==> src/rtl/bus_arb_pkg.sv <==
// Shared types and constants for the two-master round-robin bus arbiter.
// Includes the state encoding, the master indices and a small helper.
package bus_arb_pkg;

   typedef enum logic [1:0] {
      ST_IDLE   = 2'b00,
      ST_GRANT0 = 2'b01,
      ST_GRANT1 = 2'b10
   } arb_state_t;

   localparam logic M0 = 1'b0;
   localparam logic M1 = 1'b1;

   // Maps a master index to the state in which that master owns the bus.
   function automatic arb_state_t grant_state(input logic idx);
      return (idx == M1) ? ST_GRANT1 : ST_GRANT0;
   endfunction

endpackage

==> src/rtl/arb_hold_cnt.sv <==
// Saturating grant-hold counter. It counts cycles spent in one grant and raises max
// at HOLD_MAX-1. clr has priority over en.
module arb_hold_cnt #(
   parameter int HOLD_MAX = 16,
   parameter int CNT_W    = 5
) (
   input  logic             clk,
   input  logic             reset,
   input  logic             clr,
   input  logic             en,
   output logic [CNT_W-1:0] cnt,
   output logic             max
);

   localparam logic [CNT_W-1:0] LP_CNT_MAX = CNT_W'(HOLD_MAX - 1);

   logic [CNT_W-1:0] r_cnt;
   logic             w_at_max;

   assign w_at_max = (r_cnt == LP_CNT_MAX);
   assign cnt      = r_cnt;
   assign max      = w_at_max;

   always_ff @(posedge clk) begin
      if (reset || clr) begin
         r_cnt <= '0;
      end else if (en && !w_at_max) begin
         r_cnt <= r_cnt + 1'b1;
      end
   end

endmodule

==> src/rtl/bus_arbiter_rr.sv <==
// Two-master round-robin bus arbiter with bounded grant hold. All outputs are registered,
// and the grants follow the next state, so no request reaches a grant combinationally.
module bus_arbiter_rr
   import bus_arb_pkg::*;
#(
   parameter int HOLD_MAX = 16,
   parameter int CNT_W    = 5
) (
   input  logic             clk,
   input  logic             reset,
   input  logic             M0_req,
   input  logic             M1_req,
   output logic             M0_grant,
   output logic             M1_grant,
   output logic             bus_busy,
   output logic             last_owner,
   output logic [CNT_W-1:0] hold_cnt
);

   arb_state_t r_state;
   arb_state_t w_next_state;
   logic       r_m0_grant;
   logic       r_m1_grant;
   logic       r_bus_busy;
   logic       r_last_owner;
   logic       w_hold_max;
   logic       w_cnt_clr;
   logic       w_cnt_en;

   always_comb begin
      w_next_state = r_state;
      case (r_state)
         ST_IDLE: begin
            // On a tie, the master that did not own the bus last wins.
            if (M0_req && M1_req)
               w_next_state = grant_state(~r_last_owner);
            else if (M0_req)
               w_next_state = ST_GRANT0;
            else if (M1_req)
               w_next_state = ST_GRANT1;
         end
         ST_GRANT0: begin
            if (!M0_req)
               w_next_state = M1_req ? ST_GRANT1 : ST_IDLE;
            else if (M1_req && w_hold_max)
               w_next_state = ST_GRANT1;
         end
         ST_GRANT1: begin
            if (!M1_req)
               w_next_state = M0_req ? ST_GRANT0 : ST_IDLE;
            else if (M0_req && w_hold_max)
               w_next_state = ST_GRANT0;
         end
         default: w_next_state = ST_IDLE;
      endcase
   end

   // The count restarts on every grant entry and stays at zero in IDLE.
   assign w_cnt_clr = (w_next_state == ST_IDLE) || (w_next_state != r_state);
   assign w_cnt_en  = ~w_cnt_clr;

   always_ff @(posedge clk) begin
      if (reset) begin
         r_state      <= ST_IDLE;
         r_m0_grant   <= 1'b0;
         r_m1_grant   <= 1'b0;
         r_bus_busy   <= 1'b0;
         r_last_owner <= M1;
      end else begin
         r_state    <= w_next_state;
         r_m0_grant <= (w_next_state == ST_GRANT0);
         r_m1_grant <= (w_next_state == ST_GRANT1);
         r_bus_busy <= (w_next_state == ST_GRANT0) || (w_next_state == ST_GRANT1);
         if (w_next_state == ST_GRANT0)
            r_last_owner <= M0;
         else if (w_next_state == ST_GRANT1)
            r_last_owner <= M1;
      end
   end

   arb_hold_cnt #(
      .HOLD_MAX (HOLD_MAX),
      .CNT_W    (CNT_W)
   ) u_hold_cnt (
      .clk   (clk),
      .reset (reset),
      .clr   (w_cnt_clr),
      .en    (w_cnt_en),
      .cnt   (hold_cnt),
      .max   (w_hold_max)
   );

   assign M0_grant   = r_m0_grant;
   assign M1_grant   = r_m1_grant;
   assign bus_busy   = r_bus_busy;
   assign last_owner = r_last_owner;

endmodule

==> config.mk <==
export PLATFORM = sky130hd
export DESIGN_NAME = bus_arbiter_rr
export DESIGN_NICKNAME = d
export VERILOG_FILES = /design/src/rtl/bus_arb_pkg.sv /design/src/rtl/arb_hold_cnt.sv /design/src/rtl/bus_arbiter_rr.sv
export SDC_FILE = /design/constraint.sdc
export NUM_CORES = 1
export LEC_CHECK = 0
export CORE_MARGIN = 2
export CORE_UTILIZATION = 40
export CTS_CLUSTER_SIZE = 30
export DETAILED_ROUTE_END_ITERATION = 16
export PLACE_DENSITY_LB_ADDON = 0.12
export SLEW_MARGIN = 20
export SYNTH_ARGS = -nofsm -noshare
export SYNTH_HDL_FRONTEND = slang
export SYNTH_SLANG_ARGS = --single-unit
==> constraint.sdc <==
create_clock -name clk -period 2.3 [get_ports clk]
set_input_delay 0.345 -clock clk [delete_from_list [all_inputs] [get_ports clk]]
set_output_delay 0.345 -clock clk [all_outputs]
set_load 0.01 [all_outputs]
### Word-level counts from Yosys, hierarchy flattened

Index checks and enable logic that the tools add are counted.

* $add $sub $neg: 1
* eq/ne operators: 6
* multiplexer cells: 13
* bitwise operators: 1
* reduce and logical (&&, ||, !) cells: 11

Operators with widths (number)
* $mux W2: 9
* $pmux W2 S3: 1
* $add A5 B1 Y5 const B: 1
* $eq A5 B4 Y1 const B: 1
* $eq A2 B1 Y1 const B: 2
* $eq A2 B2 Y1 const B: 2
* $logic_and A1 B1 Y1: 4
* $logic_not A2 Y1: 2
* $logic_or A1 B1 Y1: 3
* $mux W1: 3
* $ne A2 B2 Y1: 1
* $reduce_bool A2 Y1: 1
* $logic_not A1 Y1: 1
* $not A1 Y1: 1

* register bits after elaboration: 11
* input bits: 4
* output and inout bits: 9
* word-level logic and storage cells: 38

### Longest topological paths before layout

Gate-level depths: netlist of run 1.

* word-level depth: 9
* depth in mapped cells: 12
* mapped depth without buffers: 11

### Hierarchy

Synthesis of run 1 repeated with hierarchy kept, for this count alone.

* cell total of the unflattened synthesis: 67
* area, all modules: 608.1 sq um

Modules (own cells, without submodules)
* bus_arbiter_rr: instances 1, cells an instance 41, area an instance 366.6 sq um, seq. area each 120.1 sq um
* arb_hold_cnt: instances 1, cells an instance 26, area an instance 241.5 sq um, seq. area each 100.1 sq um

### Worst setup path before layout of run 1

OpenSTA, ideal clock, no wires.

* kind: reg2reg
* from: register u_hold_cnt.r_cnt[0], in the netlist u_hold_cnt.cnt[0]
* to: register u_hold_cnt.r_cnt[0], in the netlist u_hold_cnt.cnt[0]
* setup time: 0.064 ns
* arrival: 2.538 ns
* required time: 2.236 ns
* slack: -0.302 ns
* cell stages (with the launch flop): 13
* path buffers: 1
* period minus slack after synthesis: 2.602 ns
* cell sequence: dfxtp_1 -> ha_1 -> and3_1 -> ha_1 -> buf_4 -> mux2_2 -> o21ai_1 -> a221o_1 -> ha_1 -> or2_2 -> a221oi_2 -> o21ai_2 -> nor2_1

* longest elaborated chain between the ends: 9
* elaborated cells between the ends (all ways): 16
* those cells by class: add/sub: 1; eq/ne: 2; mux: 5; bitwise: 1; reduce/logical: 7

Ends and longest elaborated chain
* from (decl): line arb_hold_cnt.sv:17 `logic [CNT_W-1:0] r_cnt;`
* from (signal assigned): line arb_hold_cnt.sv:28 `r_cnt <= r_cnt + 1'b1;`
* $eq A5 B4 Y1: line arb_hold_cnt.sv:20 `assign w_at_max = (r_cnt == LP_CNT_MAX);`
* $logic_and A1 B1 Y1, on equally long branches: line bus_arbiter_rr.sv:51, bus_arbiter_rr.sv:45
* $mux W2, on equally long branches: line bus_arbiter_rr.sv:51, bus_arbiter_rr.sv:45
* $mux W2, on equally long branches: line bus_arbiter_rr.sv:49, bus_arbiter_rr.sv:43
* $pmux W2 S3: line bus_arbiter_rr.sv:32 `case (r_state)`
* $ne A2 B2 Y1 or $logic_not A2 Y1 (tied branches): line bus_arbiter_rr.sv:59 `assign w_cnt_clr = (w_next_state == ST_IDLE) || (w_next_state != r_state);`
* $logic_or A1 B1 Y1: line bus_arbiter_rr.sv:59
* $not A1 Y1: line bus_arbiter_rr.sv:60 `assign w_cnt_en = ~w_cnt_clr;`
* $logic_and A1 B1 Y1: line arb_hold_cnt.sv:27 `end else if (en && !w_at_max) begin`

Parallel ways exist; a longest one is shown, timed or not.
A chain may end at the register's enable or synchronous reset.

### Final worst setup path of run 1

Ends and elaborated chain as after synthesis.

==> impl_metrics.json, run 1 <==
{
  "vias_per_cell": 4.796,
  "cts_tree": "built",
  "path_class": "flop to flop",
  "cts_hold_buf": 0,
  "first_pass_iters": 4,
  "placedInstanceArea_um2": 784.5,
  "cts.root.buffer_cell": "clkbuf_4",
  "ys_ff_latch": 11,
  "initial_core_util_pct": 42.92,
  "irDropWorstVdd_v": 0.0004462,
  "hold_viol": 0,
  "drc_errors": 0,
  "comb_power_share_pct": 19.6,
  "worstHoldPathType": "flop to flop",
  "p_sw_share_pct": 26.99,
  "final_cells": 98,
  "n_fill_cell": 105,
  "die_area_um2": 1731,
  "switchingPower_mw": 0.1141,
  "reg2reg_from": "u_hold_cnt.cnt[0]$_SDFFE_PP0P_",
  "skew_ns": 0.003748,
  "synth_nets": 70,
  "synthArstFlopShare_pct": 0,
  "synth_edf_count": 0,
  "syn-cell-area_um2": 565.5,
  "met1_usage_pct": 19.14,
  "diodes": 0,
  "clk_path_buf_depth": 2,
  "grt.total_usage_pct": 13.56,
  "io_buffers": 12,
  "num_rows": 13,
  "setup_ws_ns": -0.08530,
  "grtUsageMet3_pct": 4.348,
  "ys.warnings.count": 0,
  "pre_cts_ws_ns": -0.1164,
  "yosysTopAreaCell": "dfxtp_1",
  "die_w_um": 41.60,
  "final_cell_mix": "clkdlybuf4s50_1, dfxtp_1, nor2_1, buf_4",
  "power_mw": 0.4226,
  "vias": 470,
  "intPower_mw": 0.3085,
  "antenna_found_initial": 0,
  "multiInputGateArea_um2": 381.6,
  "final_nets": 93,
  "synthDistinctLibCells": 25,
  "dp_cells": 93,
  "critPathCapture": "u_hold_cnt.cnt[0]$_SDFFE_PP0P_",
  "grt_max_degree": 10,
  "yosysTopAreaCellShare_pct": 38.94,
  "yosys-top-cells-area": "dfxtp_1, ha_1, nor2_1, nor2b_1, a21oi_1",
  "cts_made_buffers": 3,
  "drt_iter0_markers": 1,
  "crit_arrival_ns": 2.58,
  "globalplace.congestion": 0.7064,
  "first_global_vias": 424,
  "cts_max_level": 1,
  "hpwl_um": 814.1,
  "met2_usage_pct": 18.75,
  "wl_per_cell_um": 10.94,
  "ys_seq_area_share_pct": 38.94,
  "clkPwrFrac_pct": 31.2,
  "rsz0062_at_grt": "yes",
  "cap_violations": 0,
  "fin_crit_ns": 2.385,
  "r2r-end": "u_hold_cnt.cnt[0]$_SDFFE_PP0P_",
  "drive_above_1_share_pct": 30.12,
  "core_um2": 1318,
  "status": "finished, violations left",
  "layout_commonest_cell": "clkdlybuf4s50_1",
  "worst_slew_pin_slew_ns": 0.3882,
  "period_share_pct": 103.7,
  "drt_wl_total_mm": 1.072,
  "regToRegSetupSlack_ns": -0.09,
  "end_kind": "flop",
  "clk_pin_slew_ns": 0.07,
  "grt-busiest-layer": "met1",
  "syn_area_per_cell_um2": 9.271,
  "synthFlopType": "dfxtp_1",
  "maxSlewHeadroom_pct": 73.90,
  "worst_r2r_path_depth": 11,
  "seqCellArea_um2": 227.7,
  "total_leakage_power_nw": 0.3358,
  "ioPinCount": 13,
  "crit_start": "u_hold_cnt.cnt[0]$_SDFFE_PP0P_",
  "p_seq_share_pct": 49.2,
  "p_per_area_nw_per_um2": 494.5,
  "max_freq_ghz": 0.4192,
  "start_kind": "flop",
  "synthCells": 61,
  "required_ns": 2.50,
  "drt.antenna.violating_nets": 0,
  "fin_area_um2": 854.6,
  "grt_overflow": 0,
  "cp_max_fo": 5,
  "grt_pass1_wl_mm": 1.821,
  "drv_slew": 0,
  "die_h_um": 41.60,
  "setup_viol_count_final": 5,
  "synthToLayoutAreaGrowth_pct": 51.11,
  "clock-sinks": 11,
  "violations": "negative setup slack",
  "clock_latency_ns": 0.26
}
## metrics by stage
step	utilization (%)	hold slack (ns)	setup TNS, ns
2_1_floorplan	-	0.4166	-0.4929
3_3_place_gp	59.54	0.5132	-0.2426
3_5_place_dp	59.54	0.5317	-0.5244
4_1_cts	62.20	0.5454	-0.4015
5_1_grt	64.86	0.5645	-1.045
6_report	64.86	0.5460	-0.3490
## power by group through the flow
stage / Sequential (mW) / Clock (mW) / Combinational, mW
after global placement: 0.211 / 0 / 0.0721
after CTS: 0.207 / 0.135 / 0.0756
final: 0.208 / 0.132 / 0.0828
after floorplan: 0.213 / 0 / 0.0385
after global routing: 0.209 / 0.144 / 0.0922
after detailed placement: 0.212 / 0 / 0.0727
## sequential cells by signal, indices dropped and copies added (netlist names)
register	flops
u_hold_cnt.cnt	5
last_owner	1
bus_busy	1
M1_grant	1
r_state	2
M0_grant	1
## Yosys cell counts (2+ instances only)
cell and n:
nor2_1 8, nand2_1 2, inv_1 5, xor2_1 2, nor2b_1 4, ha_1 5, nand2b_1 3, dfxtp_1 11
a21oi_1 4, mux2i_1 2
## metal layers
metal,wire (µm),vias to the layer above
met5,0,-
met4,12,0
met3,36,2
met2,445,8
met1,577,214
li1,-,246
## cell type report
| cell class | instances | area share, % |
|---|---|---|
| clock inverters | 1 | 0.5857 |
| multi-input cells | 43 | 44.66 |
| repair buffers | 20 | 21.08 |
| well taps | 15 | 2.196 |
| flip-flops and latches | 11 | 26.65 |
| inverters | 5 | 2.196 |
| clock buffers | 3 | 2.635 |
## critical path: stages (launching register included)
cell and delay [ns]:
dfxtp_4 0.36, ha_4 0.12, and3_4 0.18, ha_4 0.14, mux2i_2 0.22, o21ai_1 0.09, a221o_1 0.33, ha_2 0.18
or2_4 0.23, a221oi_4 0.23, o21ai_4 0.12, nor2_1 0.11
## cell families (layout without fill, tap and decap cells)
kind of cell,after synthesis,after routing,synth area share [%]
compound gates,11,11,13.94
flops,11,11,38.94
buf+inv,7,29,6.638
simple gates,21,21,19.25
xor+xnor,3,3,4.647
mux,3,3,5.531
fa+ha+maj,5,5,11.06
## worst min path at each step
stage | start | end | cells after the start
after floorplan | reset | M0_grant$_SDFF_PP0_ | 1
final | u_hold_cnt.cnt[4]$_SDFFE_PP0P_ | u_hold_cnt.cnt[4]$_SDFFE_PP0P_ | 2
after global placement | u_hold_cnt.cnt[4]$_SDFFE_PP0P_ | u_hold_cnt.cnt[4]$_SDFFE_PP0P_ | 2
after global routing | u_hold_cnt.cnt[4]$_SDFFE_PP0P_ | u_hold_cnt.cnt[4]$_SDFFE_PP0P_ | 2
after CTS | u_hold_cnt.cnt[4]$_SDFFE_PP0P_ | u_hold_cnt.cnt[4]$_SDFFE_PP0P_ | 2
after detailed placement | u_hold_cnt.cnt[4]$_SDFFE_PP0P_ | u_hold_cnt.cnt[4]$_SDFFE_PP0P_ | 2
## timing repair
action | in CTS | in global routing
hold endpoints to repair | 0 | 0
buffers inserted | 1 | 1
pin swaps | 5 | 2
cloned | 0 | 0
resized for setup | 0 | 7
endpoints found under the setup margin | 5 | 6
No activity file was read; power rests on OpenSTA's default activity.
==> run 2: changes to the inputs <==
CTS_CLUSTER_DIAMETER = 50   (was default)
==> results of run 2 <==
The final DEF is identical to that of run 1; final timing and power are the same.
